## src/rtl/pipe_scheduler.sv

```systemverilog
`timescale 1ns/1ps
// pipe_scheduler: scrolling pipe field for a flappy-bird style game.
// Holds COLS columns of 15-bit pipe patterns, shifts them toward column 0
// on each scroll tick, inserts a new pattern every GAP ticks from a one-deep
// buffer fed by a request/valid handshake, detects collisions at BIRD_COL
// and keeps a saturating score.
// Optional feature: define PIPE_SCHED_BYPASS_EN to let a pattern arriving
// on the same cycle as a due insertion go straight into the last column.
module pipe_scheduler #(
  parameter int COLS     = 16,
  parameter int GAP      = 4,
  parameter int BIRD_COL = 2
) (
  input  logic                    clk,
  input  logic                    reset,
  input  logic                    start,
  input  logic                    tick,
  input  logic [3:0]              bird_row,
  output logic                    pat_req,
  input  logic                    pat_valid,
  input  logic [14:0]             pat_data,
  input  logic [$clog2(COLS)-1:0] rd_col,
  output logic [14:0]             rd_data,
  output logic                    hit,
  output logic [7:0]              score,
  output logic [1:0]              state
);

  localparam int GW = $clog2(GAP);
  localparam logic [GW-1:0] GAP_LAST = GW'(GAP - 1);

  typedef enum logic [1:0] {
    S_IDLE = 2'd0,
    S_RUN  = 2'd1,
    S_OVER = 2'd2
  } state_t;

  state_t          state_q, state_d;
  logic [14:0]     col_q [COLS];
  logic [14:0]     col_d [COLS];
  logic [14:0]     buf_q, buf_d;
  logic            buf_full_q, buf_full_d;
  logic [GW-1:0]   gap_cnt_q, gap_cnt_d;
  logic [7:0]      score_q, score_d;
  logic            hit_q, hit_d;

  logic            run;
  logic            collision;
  logic            xfer;
  logic            due;
  logic [14:0]     bird_col;
  logic [15:0]     bird_col_ext;
  logic [14:0]     insert_val;

  // Shared decode: game running, handshake transfer, insertion due, collision.
  // Row 15 maps onto a forced-1 bit so an off-screen bird always collides.
  always_comb begin
    run          = (state_q == S_RUN);
    bird_col     = col_q[BIRD_COL];
    bird_col_ext = {1'b1, bird_col};
    collision    = run && bird_col_ext[bird_row];
    xfer         = run && !buf_full_q && pat_valid;
    due          = (gap_cnt_q == GAP_LAST);
  end

  // FSM state register.
  always_ff @(posedge clk or negedge reset) begin
    if (!reset) state_q <= S_IDLE;
    else        state_q <= state_d;
  end

  // FSM next state: start (re)enters RUN from anywhere, collision ends the run.
  always_comb begin
    state_d = state_q;
    case (state_q)
      S_IDLE:  if (start) state_d = S_RUN;
      S_RUN: begin
        if (start)          state_d = S_RUN;
        else if (collision) state_d = S_OVER;
      end
      S_OVER:  if (start) state_d = S_RUN;
      default: state_d = S_IDLE;
    endcase
  end

  // FSM outputs: request a pattern whenever running with an empty buffer.
  always_comb begin
    pat_req = (state_q == S_RUN) && !buf_full_q;
    state   = state_q;
    hit     = hit_q;
    score   = score_q;
  end

  // Datapath next state: clear on start, otherwise shift/insert/score in RUN.
  always_comb begin
    for (int i = 0; i < COLS; i++) col_d[i] = col_q[i];
    buf_d      = buf_q;
    buf_full_d = buf_full_q;
    gap_cnt_d  = gap_cnt_q;
    score_d    = score_q;
    hit_d      = hit_q;
    insert_val = '0;

    if (start) begin
      for (int i = 0; i < COLS; i++) col_d[i] = '0;
      buf_d      = '0;
      buf_full_d = 1'b0;
      gap_cnt_d  = GAP_LAST;
      score_d    = '0;
      hit_d      = 1'b0;
    end else if (run) begin
      if (collision) hit_d = 1'b1;
      if (xfer) begin
        buf_d      = pat_data;
        buf_full_d = 1'b1;
      end
      if (tick) begin
        if (due && buf_full_q) begin
          insert_val = buf_q;
          buf_full_d = 1'b0;
          gap_cnt_d  = '0;
        end
`ifdef PIPE_SCHED_BYPASS_EN
        // Pattern arriving exactly when insertion is due skips the buffer.
        else if (due && xfer) begin
          insert_val = pat_data;
          buf_full_d = 1'b0;
          gap_cnt_d  = '0;
        end
`endif
        else if (!due) begin
          gap_cnt_d = gap_cnt_q + 1'b1;
        end
        // With nothing to insert while due, gap_cnt holds so the next tick retries.
        for (int i = 0; i < COLS - 1; i++) col_d[i] = col_q[i+1];
        col_d[COLS-1] = insert_val;
        // A pipe counts as passed when it leaves the bird column cleanly.
        if ((bird_col != '0) && !collision && (score_q != 8'hFF))
          score_d = score_q + 8'd1;
      end
    end
  end

  // Column registers, one per display column.
  generate
    for (genvar gi = 0; gi < COLS; gi++) begin : g_col
      always_ff @(posedge clk or negedge reset) begin
        if (!reset) col_q[gi] <= '0;
        else        col_q[gi] <= col_d[gi];
      end
    end
  endgenerate

  // Buffer, gap counter, score and hit registers.
  always_ff @(posedge clk or negedge reset) begin
    if (!reset) begin
      buf_q      <= '0;
      buf_full_q <= 1'b0;
      gap_cnt_q  <= '0;
      score_q    <= '0;
      hit_q      <= 1'b0;
    end else begin
      buf_q      <= buf_d;
      buf_full_q <= buf_full_d;
      gap_cnt_q  <= gap_cnt_d;
      score_q    <= score_d;
      hit_q      <= hit_d;
    end
  end

  // Combinational display read port; out-of-range columns read as blank.
  always_comb begin
    rd_data = '0;
    if (int'(rd_col) < COLS) rd_data = col_q[rd_col];
  end

endmodule

```

## config.mk

```make
export PLATFORM = sky130hd
export DESIGN_NAME = pipe_scheduler
export DESIGN_NICKNAME = d
export VERILOG_FILES = /design/src/rtl/pipe_scheduler.sv
export SDC_FILE = /design/constraint.sdc
export NUM_CORES = 1
export LEC_CHECK = 0
export BUFFER_PORTS_ARGS = -buffer_cell sky130_fd_sc_hd__buf_4
export CORE_MARGIN = 8
export CORE_UTILIZATION = 54
export DETAILED_ROUTE_END_ITERATION = 8
export HOLD_SLACK_MARGIN = 0.08
export PLACE_DENSITY_LB_ADDON = 0.2
export SYNTH_ARGS = -nofsm -noshare
export SYNTH_HDL_FRONTEND = slang
export SYNTH_SLANG_ARGS = --single-unit
export TNS_END_PERCENT = 5
```

## constraint.sdc

```tcl
create_clock -name clk -period 3.5 [get_ports clk]
set_input_delay 0.7 -clock clk [delete_from_list [all_inputs] [get_ports clk]]
set_output_delay 0.7 -clock clk [all_outputs]
set_load 0.02 [all_outputs]
```

==> metrics.txt <==
Post-Route Setup TNS 0 ps; Finished Layout Cells 1,625; Mapped Cells 1,295; worst vdd ir 265 uV; max_cap viols 0; pre-CTS setup slack 333 ps; unrepaired setup endpoints after global routing false; flops & latches, synth 269; Die X-Extent 169 um; routed vias/inst 5.75; antenna viol nets, final 0; CP arrival 2450 ps; fraction of synthesized cell area in xor and xnor cells 0%; CTS tree yes; average cell area after synthesis 9.73 um2; post-route setup slack 349 ps; hpwl dp 17,300 um; diode count 0; Final nets 1,319; hold slack 186 ps; Row Count 56; Gate power share 8.3%; first-pass GRT wire length 48,000 um; Setup Buffers After CTS 0; hold crit path type input pin to async pin; CP startpoint rd_col[0]; CTS HTree Levels 1; routed vias 9,348; Cell Pwr Density 474 mW/mm2; synthesized net count 1,325; kind of start point of the critical path input pin; Overall Power 6.72 mW; PostCTS Resize Cnt 0; fin util 61.2%; Worst-path clk slew 60 ps; Post-Route WL 28,100 um; RePlAce Congestion 0.778; root cell of the clock tree clkbuf_16; Slew HR 27.9%; Num CTS Buffers 29; Final period util 90.0%; Sw Ratio 24.1%; Core Area 0.0232 mm2; post-synthesis mux area share 14.2%; worst clock skew 8.31 ps; most common cell after layout, fill and taps aside nand2_1; clock latency on the worst-skew pair 540 ps; Synth Area in Adders 0.199%; Seq. cell area 0.00673 mm2; Fillers 1,858; Post-Syn Area 0.0126 mm2; Critical R2R Launch state[1]; Synth Area in Compound Gates 11.4%; hold buffers post-CTS 0; sequential fraction of the synthesis area 53.4%; clock power share 44.9%; end of the critical path rd_data[10]; maximum fanout along the worst path 22; cell count after placement 1,577; number of distinct library cells after synthesis 32; main combinational cell family by area after synthesis simple AND/OR/NAND/NOR gates; leakage power 5.75 nW; final worst path period need 3150 ps; DR iter-0 viols 1,034; Global Route Usage Sum 20.4%; Seq pwr share 46.9%; Worst Path Required 2800 ps; share of layout cells above drive strength 1 14.9%; Worst Setup End Kind output port; area grow syn2layout 12.5%; placed inst area 0.0133 mm2; R2R depth 5; Clock Sinks 269; Congestion Overflow GR 0; internal power 5.10 mW; deepest clock path buffer count 3; Port Buffer Count 54; FMAX 317 MHz; DRC 0; final hold vios 0; I/O pin total 55; drt wl/cell 17.3 um; Ys Warns 0; multi-input logic area 0.00544 mm2; fin. max-slew vios 0; R2R setup slack 1290 ps; Simple-Gate Fraction of Synth Area 17.3%; most frequent cells in the layout nand2_1 (496), dfrtp_1 (269), a21oi_1 (266); initial core utilization 54.4%; Die Span Y 169 um; Net Sw Power 1.62 mW; Crit Path Category input pin to output port; Finished Cell Area 0.0142 mm2; largest net degree at the start of global routing 139; RR Endpoint col_q[182]; initial antenna violation count 0; setup violators final 0; Pre-Repair DR Iteration Count 6; Die ar. 0.0285 mm2; status finished, final reports clean; worst-margin pin slew 1080 ps; vias in the first global route 9,153
==> routing by layer <==
layer  part of all wire [%]  global-route usage [%]  wire length, um
met5                      0                       0                0
met2                     47                    31.4            13300
met3                    5.9                    3.33             1670
met4                    2.3                    6.44              656
met1                     44                    29.5            12400
==> worst min-delay path by stage <==
stage / startpoint / to / slack (ps)
after global routing: reset / score[6] / 250
after detailed placement: state[1] / state[0] / 480
after global placement: state[1] / state[0] / 470
final: reset / score[6] / 190
after floorplan: reset / bird_col[0] / 400
after CTS: reset / score[6] / 240
==> power by group through the flow <==
stage,clock (mW),sequential [mW],combinational (mW)
CTS,3.08,3.15,0.565
finish,3.02,3.15,0.554
global route,3.21,3.15,0.617
global placement,0,3.21,0.561
floorplan,0,3.21,0.355
detailed placement,0,3.21,0.564
==> area by class of cell <==
class / count / share of cell area, %
inverters: 4 / 0.106
flip-flops and latches: 269 / 47.4
clock inverters: 7 / 0.794
well taps: 319 / 2.81
multi-input cells: 913 / 38.4
repair buffers: 72 / 4.70
clock buffers: 41 / 5.79
==> critical path, cell delays in order <==
cell	delay (ps)
buf_4	200
buf_12	240
mux4_2	540
mux4_2	550
buf_4	190
==> logic make-up (layout without fill, tap and decap cells) <==
group / Yosys count / in the layout
AOI/OAI and AO/OA: 280 / 280
DFF: 269 / 269
and+or+nand+nor: 548 / 548
buffers and inverters: 113 / 124
adders and majority gates: 2 / 2
muxes: 83 / 83
==> sequential cells by signal, indices dropped and copies added, names as in the netlist <==
signal and flops:
col_q 225, state 2, hit 1, gap_cnt_q 2, score 8, buf_q 15, buf_full_q 1, bird_col 15
==> synthesized netlist by cell type, drive strengths merged <==
library cell  count  area (um2)
nor4              3        18.8
o31ai             6        45.0
mux2i             6        60.1
a21oi           266        1330
a2bb2oi           2        23.8
nor2              2        7.51
inv               4        15.0
nor3              2        10.0
and4              1        8.76
or3b              1        8.76
dfrtp           269        6730
nand3            18        90.1
ha                2        25.0
nand2b            1        6.26
or4               6        45.0
a221oi            1        8.76
buf              18        86.3
nand2           497        1870
nand4             5        31.3
o21ai             4        20.0
and2b             1        7.51
or3               1        6.26
a211o             1        8.76
mux4             77        1730
nor2b             4        25.0
nor4bb            1        10.0
and2              5        33.8
clkbuf           91         342
Power figures use the tool's default switching activity.
